**src/rtl/pixel_plane_loader.sv**
```systemverilog
// pixel_plane_loader: splits a 24-bit RGB pixel stream into R/G/B planes, packing four
// pixels per channel into vector writes and flushing a short final group as scalar writes.
module pixel_plane_loader #(
    parameter int NUM_PIXELS = 40000,
    parameter int R_BASE     = 0,
    parameter int G_BASE     = 40000,
    parameter int B_BASE     = 80000
) (
    input  logic         clk,
    input  logic         rst,
    input  logic         start,
    input  logic         pix_valid,
    input  logic [23:0]  pix_data,
    output logic         pix_ready,
    output logic [127:0] mem_addr,
    output logic [127:0] mem_wd,
    output logic         mem_we,
    output logic         mem_vf,
    output logic         busy,
    output logic         done
);
    typedef enum logic [2:0] {IDLE, FILL, WR_R, WR_G, WR_B, TAIL, DONE} state_t;
    localparam logic [15:0] NP = 16'(NUM_PIXELS);

    state_t       state_q, state_d;
    logic [2:0]   lane_q, lane_d, tk_q, tk_d;
    logic [1:0]   tch_q, tch_d, ch;
    logic [15:0]  pix_cnt_q, pix_cnt_d;
    logic [13:0]  grp_q, grp_d;
    logic [23:0]  pix_buf_q [4];
    logic [23:0]  pix_buf_d [4];
    logic         pix_ready_q, pix_ready_d, mem_we_q, mem_we_d, mem_vf_q, mem_vf_d;
    logic         busy_q, busy_d, done_q, done_d;
    logic [31:0]  addr_q, addr_d;
    logic [127:0] mem_wd_q, mem_wd_d;

    function automatic logic [7:0] chan_byte(input logic [23:0] p, input logic [1:0] c);
        return c == 2'd0 ? p[23:16] : c == 2'd1 ? p[15:8] : p[7:0];
    endfunction

    always_ff @(posedge clk) begin
        if (rst) begin
            state_q     <= IDLE;
            lane_q      <= '0;
            tk_q        <= '0;
            tch_q       <= '0;
            pix_cnt_q   <= '0;
            grp_q       <= '0;
            pix_buf_q   <= '{default: '0};
            pix_ready_q <= 1'b0;
            mem_we_q    <= 1'b0;
            mem_vf_q    <= 1'b0;
            busy_q      <= 1'b0;
            done_q      <= 1'b0;
            addr_q      <= '0;
            mem_wd_q    <= '0;
        end else begin
            state_q     <= state_d;
            lane_q      <= lane_d;
            tk_q        <= tk_d;
            tch_q       <= tch_d;
            pix_cnt_q   <= pix_cnt_d;
            grp_q       <= grp_d;
            pix_buf_q   <= pix_buf_d;
            pix_ready_q <= pix_ready_d;
            mem_we_q    <= mem_we_d;
            mem_vf_q    <= mem_vf_d;
            busy_q      <= busy_d;
            done_q      <= done_d;
            addr_q      <= addr_d;
            mem_wd_q    <= mem_wd_d;
        end
    end

    always_comb begin
        state_d   = state_q;
        lane_d    = lane_q;
        tk_d      = tk_q;
        tch_d     = tch_q;
        pix_cnt_d = pix_cnt_q;
        grp_d     = grp_q;
        pix_buf_d = pix_buf_q;
        case (state_q)
            IDLE: if (start) begin
                state_d   = FILL;
                lane_d    = '0;
                pix_cnt_d = '0;
                grp_d     = '0;
            end
            FILL: if (pix_valid && pix_ready_q) begin
                pix_buf_d[lane_q[1:0]] = pix_data;
                lane_d    = lane_q + 3'd1;
                pix_cnt_d = pix_cnt_q + 16'd1;
                tk_d      = '0;
                tch_d     = '0;
                state_d   = lane_q == 3'd3 ? WR_R : pix_cnt_d == NP ? TAIL : FILL;
            end
            WR_R: state_d = WR_G;
            WR_G: state_d = WR_B;
            WR_B: begin
                grp_d   = grp_q + 14'd1;
                lane_d  = '0;
                state_d = pix_cnt_q == NP ? DONE : FILL;
            end
            // channel-major walk: all R lanes, then G, then B
            TAIL: begin
                tk_d    = tk_q == lane_q - 3'd1 ? 3'd0 : tk_q + 3'd1;
                tch_d   = tk_q == lane_q - 3'd1 ? tch_q + 2'd1 : tch_q;
                state_d = tk_q == lane_q - 3'd1 && tch_q == 2'd2 ? DONE : TAIL;
            end
            DONE:    state_d = IDLE;
            default: state_d = IDLE;
        endcase
    end

    // outputs are computed from next-state values so they are registered yet aligned with the state
    always_comb begin
        ch          = state_d == WR_G ? 2'd1 : state_d == WR_B ? 2'd2 : state_d == TAIL ? tch_d : 2'd0;
        pix_ready_d = state_d == FILL;
        busy_d      = state_d != IDLE;
        done_d      = state_d == DONE;
        mem_vf_d    = state_d inside {WR_R, WR_G, WR_B};
        mem_we_d    = mem_vf_d || state_d == TAIL;
        addr_d      = '0;
        mem_wd_d    = '0;
        if (mem_we_d) begin
            addr_d = (ch == 2'd0 ? 32'(R_BASE) : ch == 2'd1 ? 32'(G_BASE) : 32'(B_BASE))
                   + {16'd0, grp_d, 2'b00} + (mem_vf_d ? 32'd0 : {29'd0, tk_d});
            if (mem_vf_d)
                for (int k = 0; k < 4; k++) mem_wd_d[32*k +: 8] = chan_byte(pix_buf_d[k], ch);
            else
                mem_wd_d[7:0] = chan_byte(pix_buf_d[tk_d[1:0]], ch);
        end
    end

    assign pix_ready = pix_ready_q;
    assign mem_addr  = {96'd0, addr_q};
    assign mem_wd    = mem_wd_q;
    assign mem_we    = mem_we_q;
    assign mem_vf    = mem_vf_q;
    assign busy      = busy_q;
    assign done      = done_q;
endmodule
```
**config.mk**
```make
export PLATFORM = sky130hd
export DESIGN_NAME = pixel_plane_loader
export DESIGN_NICKNAME = d
export VERILOG_FILES = /design/src/rtl/pixel_plane_loader.sv
export SDC_FILE = /design/constraint.sdc
export NUM_CORES = 1
export LEC_CHECK = 0
export ABC_AREA = 1
export BUFFER_PORTS_ARGS = -buffer_cell sky130_fd_sc_hd__buf_4
export CAP_MARGIN = 20
export CORE_MARGIN = 4
export CORE_UTILIZATION = 46
export DETAILED_ROUTE_END_ITERATION = 16
export GPL_TIMING_DRIVEN = 1
export PLACE_DENSITY = 0.82
export SYNTH_ARGS = -nofsm -noshare
export SYNTH_HDL_FRONTEND = slang
export SYNTH_SLANG_ARGS = --single-unit
```
**constraint.sdc**
```tcl
create_clock -name clk -period 4.25 [get_ports clk]
set_clock_uncertainty 0.05 [all_clocks]
set_input_delay 0.425 -clock clk [delete_from_list [all_inputs] [get_ports clk]]
set_output_delay 0.425 -clock clk [all_outputs]
set_load 0.02 [all_outputs]
```
After elaboration in Yosys (flattened, before gate mapping) --
Cells that the tools add are included.
Word-level totals: bits in registers 302, word-level logic and storage cells 113
Cells by class: add/sub/neg operators 8, $lt $le $gt $ge 3, equality and inequality tests 19, muxes and demuxes 46, bitwise operators 4, reduce and logical (&&, ||, !) cells 14
Operator list (number):
- $mux 96 | 2
- $bwmux 96 | 1
- $mux 8 | 11
- $mux 24 | 3
- $bmux 24 s2 | 1
- $demux 24 s2 | 1
- $mux 17 | 2
- $eq 16x16->1 const B | 2
- $mux 16 | 2
- $pmux 16 s2 | 1
- $mux 3 | 10
- $pmux 14 s2 | 1
- $add 18x3->19 | 1
- $add 17x16->18 | 1
- $pmux 3 s6 | 1
- $add 16x1->16 const B | 1
- $eq 3x2->1 const B | 5
- $eq 3x3->1 const B | 5
- $add 14x1->14 const B | 1
- $mux 14 | 1
- $mux 2 | 6
- $pmux 3 s3 | 1
- $reduce_bool 3->1 | 3
- $add 3x1->3 const B | 2
- other kinds (21) | 29

Depth between registers and ports, before layout --
depth after elaboration 15, mapped depth 25

Worst setup path before layout --
Ideal clock, no wire load.
path type reg2reg, from reg lane_q[0], to reg addr_q[14], data arrival time 3.149 ns, path slack 0.936 ns, cell stages (with the launch flop) 22, buffers on the path 1, clock period less this slack 3.314 ns, cells stage by stage dfxtp_1 > inv_1 > ha_1 > xnor2_1 > nor2_1 > nand2_1 > inv_1 > or2_2 > nand2_1 > a21oi_1 > nand2_2 > inv_2 > nor2_2 > inv_2 > buf_2 > ha_1 > nand2_1 > inv_1 > nand4_1 > nand3b_1 > a21oi_1 > nor2_1
On the way: cells in the longest elaborated chain, start to end 14, elaborated cells on any way between the ends 30, classes of those cells add/sub (3); eq/ne (7); mux (14); bitwise (1); reduce/logical (5)
RTL lines:
- start, declared | line 26 | logic [2:0] lane_q, lane_d, tk_q, tk_d;
- start signal, assigned | line 59 | lane_q <= lane_d;
- $sub 3x1->3 | line 107, 108, 109
- $eq 3x3->1 | line 107, 108, 109
- $logic_and 1x1->1 | line 109 | state_d = tk_q == lane_q - 3'd1 && tch_q == 2'd2 ? DONE : TAIL;
- $mux 2 | line 109
- $pmux 3 s6 | line 83 | case (state_q)
- $eq 3x3->1 | line 118, 123
- $mux 2 (3 in a row) | line 118 | ch = state_d == WR_G ? 2'd1 : state_d == WR_B ? 2'd2 : state_d == TAIL ? tch_d : 2'd0;
- $eq 2x1->1 | line 127 | addr_d = (ch == 2'd0 ? 32'(R_BASE) : ch == 2'd1 ? 32'(G_BASE) : 32'(B_BASE))
- $mux 17 (2 in a row) | line 127
- $add 17x16->18 | line 128 | + {16'd0, grp_d, 2'b00} + (mem_vf_d ? 32'd0 : {29'd0, tk_d});
- $add 18x3->19 | line 128
- end signal, assigned | line 70 | addr_q <= addr_d;
- end, declared | line 34 | logic [31:0] addr_q, addr_d;
Several ways; a longest one is shown, not always the timed one. A chain may end at the register's enable or synchronous reset.

Final worst setup path --
Same ends and word-level chain as after synthesis.

==> out/qor.yml <==
cts:
  clk_latency_ns: 0.44
  clkSinkCount: 192
  tritoncts: "done"
  clockRootBuffer: "clkbuf_16"
  h-tree-depth: 4
  cts_setup_buffers: 0
  clockBufferDepth: 2
  ctsHoldBuffers: 0
  clkTransAtPathRegs_ns: 0.07
  cts_buffers: 17
  cts_resized: 0
power_and_ir_drop:
  p_total_mw: 3.64
  power.leakage_nw: 6.05
  power.switching_mw: 0.984
  switching_share_pct: 27.0
  internal-power_mw: 2.66
  pwr-share-clk_pct: 41.8
  ir_drop_mv: 0.248
  power_density_nw_per_um2: 306
  seq_power_share_pct: 49.7
  comb_power_share_pct: 8.5
sta:
  tightestPinTransition_ns: 0.970
  fin_crit_ns: 3.60
  fin_crit_sh_pct: 84.7
  fin_tns_setup_ns: 0
  rsz0062_at_grt: "no"
  slew_headroom_pct: 35.3
  drv_slew: 0
  timing.fmax_mhz: 278
  holdWs_ns: 0.240
  finalSetupViolations: 0
  hold_violations: 0
floorplan:
  die_area_um2: 27100
  initial_utilization_pct: 46.6
  dieHeight_um: 164
  io_pins: 289
  rows: 57
  fp.dieW_um: 164
  core-area_um2: 24200
yosys:
  ys_warn_count: 0
  synth-seq-cells: 192
  syn_area_um2: 11300
  synthFlopType: "dfxtp_1"
  synthArstFlopShare_pct: 0
  synth_area_per_cell_um2: 6.93
  synth_cell_types: 45
  synth_cells: 1626
  synth-edff-count: 0
  seq_area_frac_synth_pct: 34.1
placement:
  io_buffer_count: 82
  place_hpwl_mm: 18.7
  place.gp.congestion: 0.917
detailed_routing:
  avgRoutedWirePerCell_um: 13.6
  ant_nets: 0
  dr.pass1.iters: 5
  drc: 0
  drt_iter0_drc: 858
  vias: 9984
  finalWirelength_mm: 27.3
  avgViaCountPerCell: 4.96
finish:
  n_antenna_cell: 0
  syn2layout_area_growth_pct: 5.57
  drive_above_1_share_pct: 10.8
  nNetsFinal: 1723
job:
  drv_cap: 0
critical_path:
  reg2reg_depth: 18
  timing.rr.start: "lane_q[0]"
  slowest_stage: "dfxtp_1"
  arrival_ns: 3.88
  r2r_slack_ns: 0.65
  cp_common_cell: "nand2_1"
  crit_fanout: 31
  max_stage_delay_ns: 0.41
  crit_end: "addr_q[14]"
  crit_chain: "inv_1 > ha_1 > xnor2_1 > nor2_1 > nand2_1 > inv_1 > or2_2 > nand2_1 > a21oi_1 > nand2_2 > buf_4 > nand2_4 > nand2_2 > nand2_1 > nor3_1 > nand3b_1 > a21oi_1 > nor2_1"
  worst-setup-path-type: "reg -> reg"
  required_ns: 4.53
  crit_start: "lane_q[0]"
  start_kind: "register"
  worstReg2RegEnd: "addr_q[14]"
  crit_path_end_kind: "register"
grt:
  grt_pass1_vias: 8975
  gr-usage-met2_pct: 32.8
  antenna_found_initial: 0
  met3_usage_pct: 4.44
  grt_pass1_wl_mm: 43.2
  use_met1_pct: 25.2
  grt_overflow: 0
  grt_max_degree: 92
  grt_use_total_pct: 19.6
  grt_busiest_layer: "met2"
outcome:
  status: "finished clean"
min_path:
  hp-class: "in -> reg"
==> flip-flops by register name (all words and copies together), names as in the netlist, 2 cells and up <==
name       cells
pix_buf_q     96
mem_wd        32
addr_q        18
pix_cnt_q     16
grp_q         14
lane_q         3
state_q        3
tk_q           3
tch_q          2
==> worst min path at each step <==
| stage | start | endpoint | slack, ns | cells past startpoint |
|---|---|---|---|---|
| final | pix_data[17] | pix_buf_q[65] | 0.24 | 3 |
| after global routing | pix_data[17] | pix_buf_q[65] | 0.25 | 3 |
| after CTS | pix_data[17] | pix_buf_q[65] | 0.24 | 3 |
| after detailed placement | pix_buf_q[42] | pix_buf_q[42] | 0.43 | 2 |
| after global placement | pix_buf_q[40] | pix_buf_q[40] | 0.43 | 2 |
| after floorplan | pix_buf_q[42] | pix_buf_q[42] | 0.41 | 2 |
==> through the flow <==
step / util (%) / instance area, um^2 / worst slack (ns) / std cells
2_1_floorplan: - / 12000 / 0.936 / 1831
3_3_place_gp: 46.9 / 11300 / 0.755 / 1981
3_5_place_dp: 46.9 / 11300 / 0.747 / 1981
4_1_cts: 49.1 / 11900 / 0.700 / 2013
5_1_grt: 49.2 / 11900 / 0.404 / 2014
6_report: 49.2 / 11900 / 0.651 / 2014
==> cells in the final DEF (no fill, tap or decap), types with 3 or more instances in the layout <==
master      Yosys  final
clkbuf_8        0      3
or2_2          19     19
o21ai_1         4      3
o22ai_1        12     12
mux2i_1        26     26
ha_1           18     18
o211ai_1       11     11
o21ai_0       105    105
nor2_1        214    214
nand2_1       311    311
nor3_1         10     10
nand4_1        14     14
nand3_1        70     70
nor2_2         11     11
clkinvlp_4      0      3
clkinv_4        0      3
nand3b_1        4      4
nand2_2         5      5
inv_1         176    176
dfxtp_1       192    192
xnor2_1         5      5
nand2_4         3      3
o31ai_1         4      4
o221ai_1       14     14
inv_2           4      4
a21oi_1        91     91
a32o_1          7      7
buf_4         216     97
nand3_2         5      5
clkbuf_16       0     17
conb_1          1    206
==> cell type report <==
| class | count | area, um^2 |
|---|---|---|
| fill | 2403 | 12300 |
| multi-input combinational | 1188 | 5660 |
| sequential | 192 | 3840 |
| timing repair buffer | 98 | 748 |
| inverter | 180 | 676 |
| clock buffer | 22 | 474 |
| tap | 324 | 405 |
| clock inverter | 10 | 78.8 |
==> power groups by stage <==
stage | Combinational (mW) | Clock [mW] | Sequential, mW
final | 0.310 | 1.52 | 1.81
after global routing | 0.339 | 1.63 | 1.81
after CTS | 0.301 | 1.54 | 1.81
after detailed placement | 0.300 | 0 | 1.85
after global placement | 0.298 | 0 | 1.85
after floorplan | 0.389 | 0 | 1.85
==> per-layer routing <==
layer | up-vias | part of all wire [%]
li1 | 4867 | -
met1 | 4575 | 41
met2 | 490 | 48
met3 | 52 | 9.2
met4 | 0 | 1.9
met5 | - | 0
==> cells in the mapped netlist, drive strengths merged (18+ instances only) <==
| cell type | count | area (um^2) |
|---|---|---|
| mux2i | 26 | 260 |
| a21oi | 92 | 464 |
| ha | 18 | 225 |
| clkbuf | 38 | 143 |
| nor2 | 226 | 883 |
| o21ai | 109 | 546 |
| nand2 | 320 | 1250 |
| dfxtp | 192 | 3840 |
| buf | 233 | 1710 |
| or2 | 19 | 119 |
| nand3 | 77 | 435 |
| inv | 180 | 676 |
==> cells by family after synthesis <==
kind of cell | share of synthesized area (%)
xor gates and xnor gates | 0.544
DFF | 34.1
AOI/OAI and AO/OA | 12.9
muxes | 2.31
other | 0.0333
and+or+nand+nor | 25.6
adders and majority gates | 2.00
buffers and inverters | 22.5
==> worst max-delay path: cells and delay by family (launching register included) <==
kind	cells	cell delay, ns
simple gates	11	1.70
fa+ha+maj	1	0.34
buf+inv	3	0.60
compound gates	2	0.22
flops	1	0.41
xor+xnor	1	0.14
(Power assumes the default switching activity.)
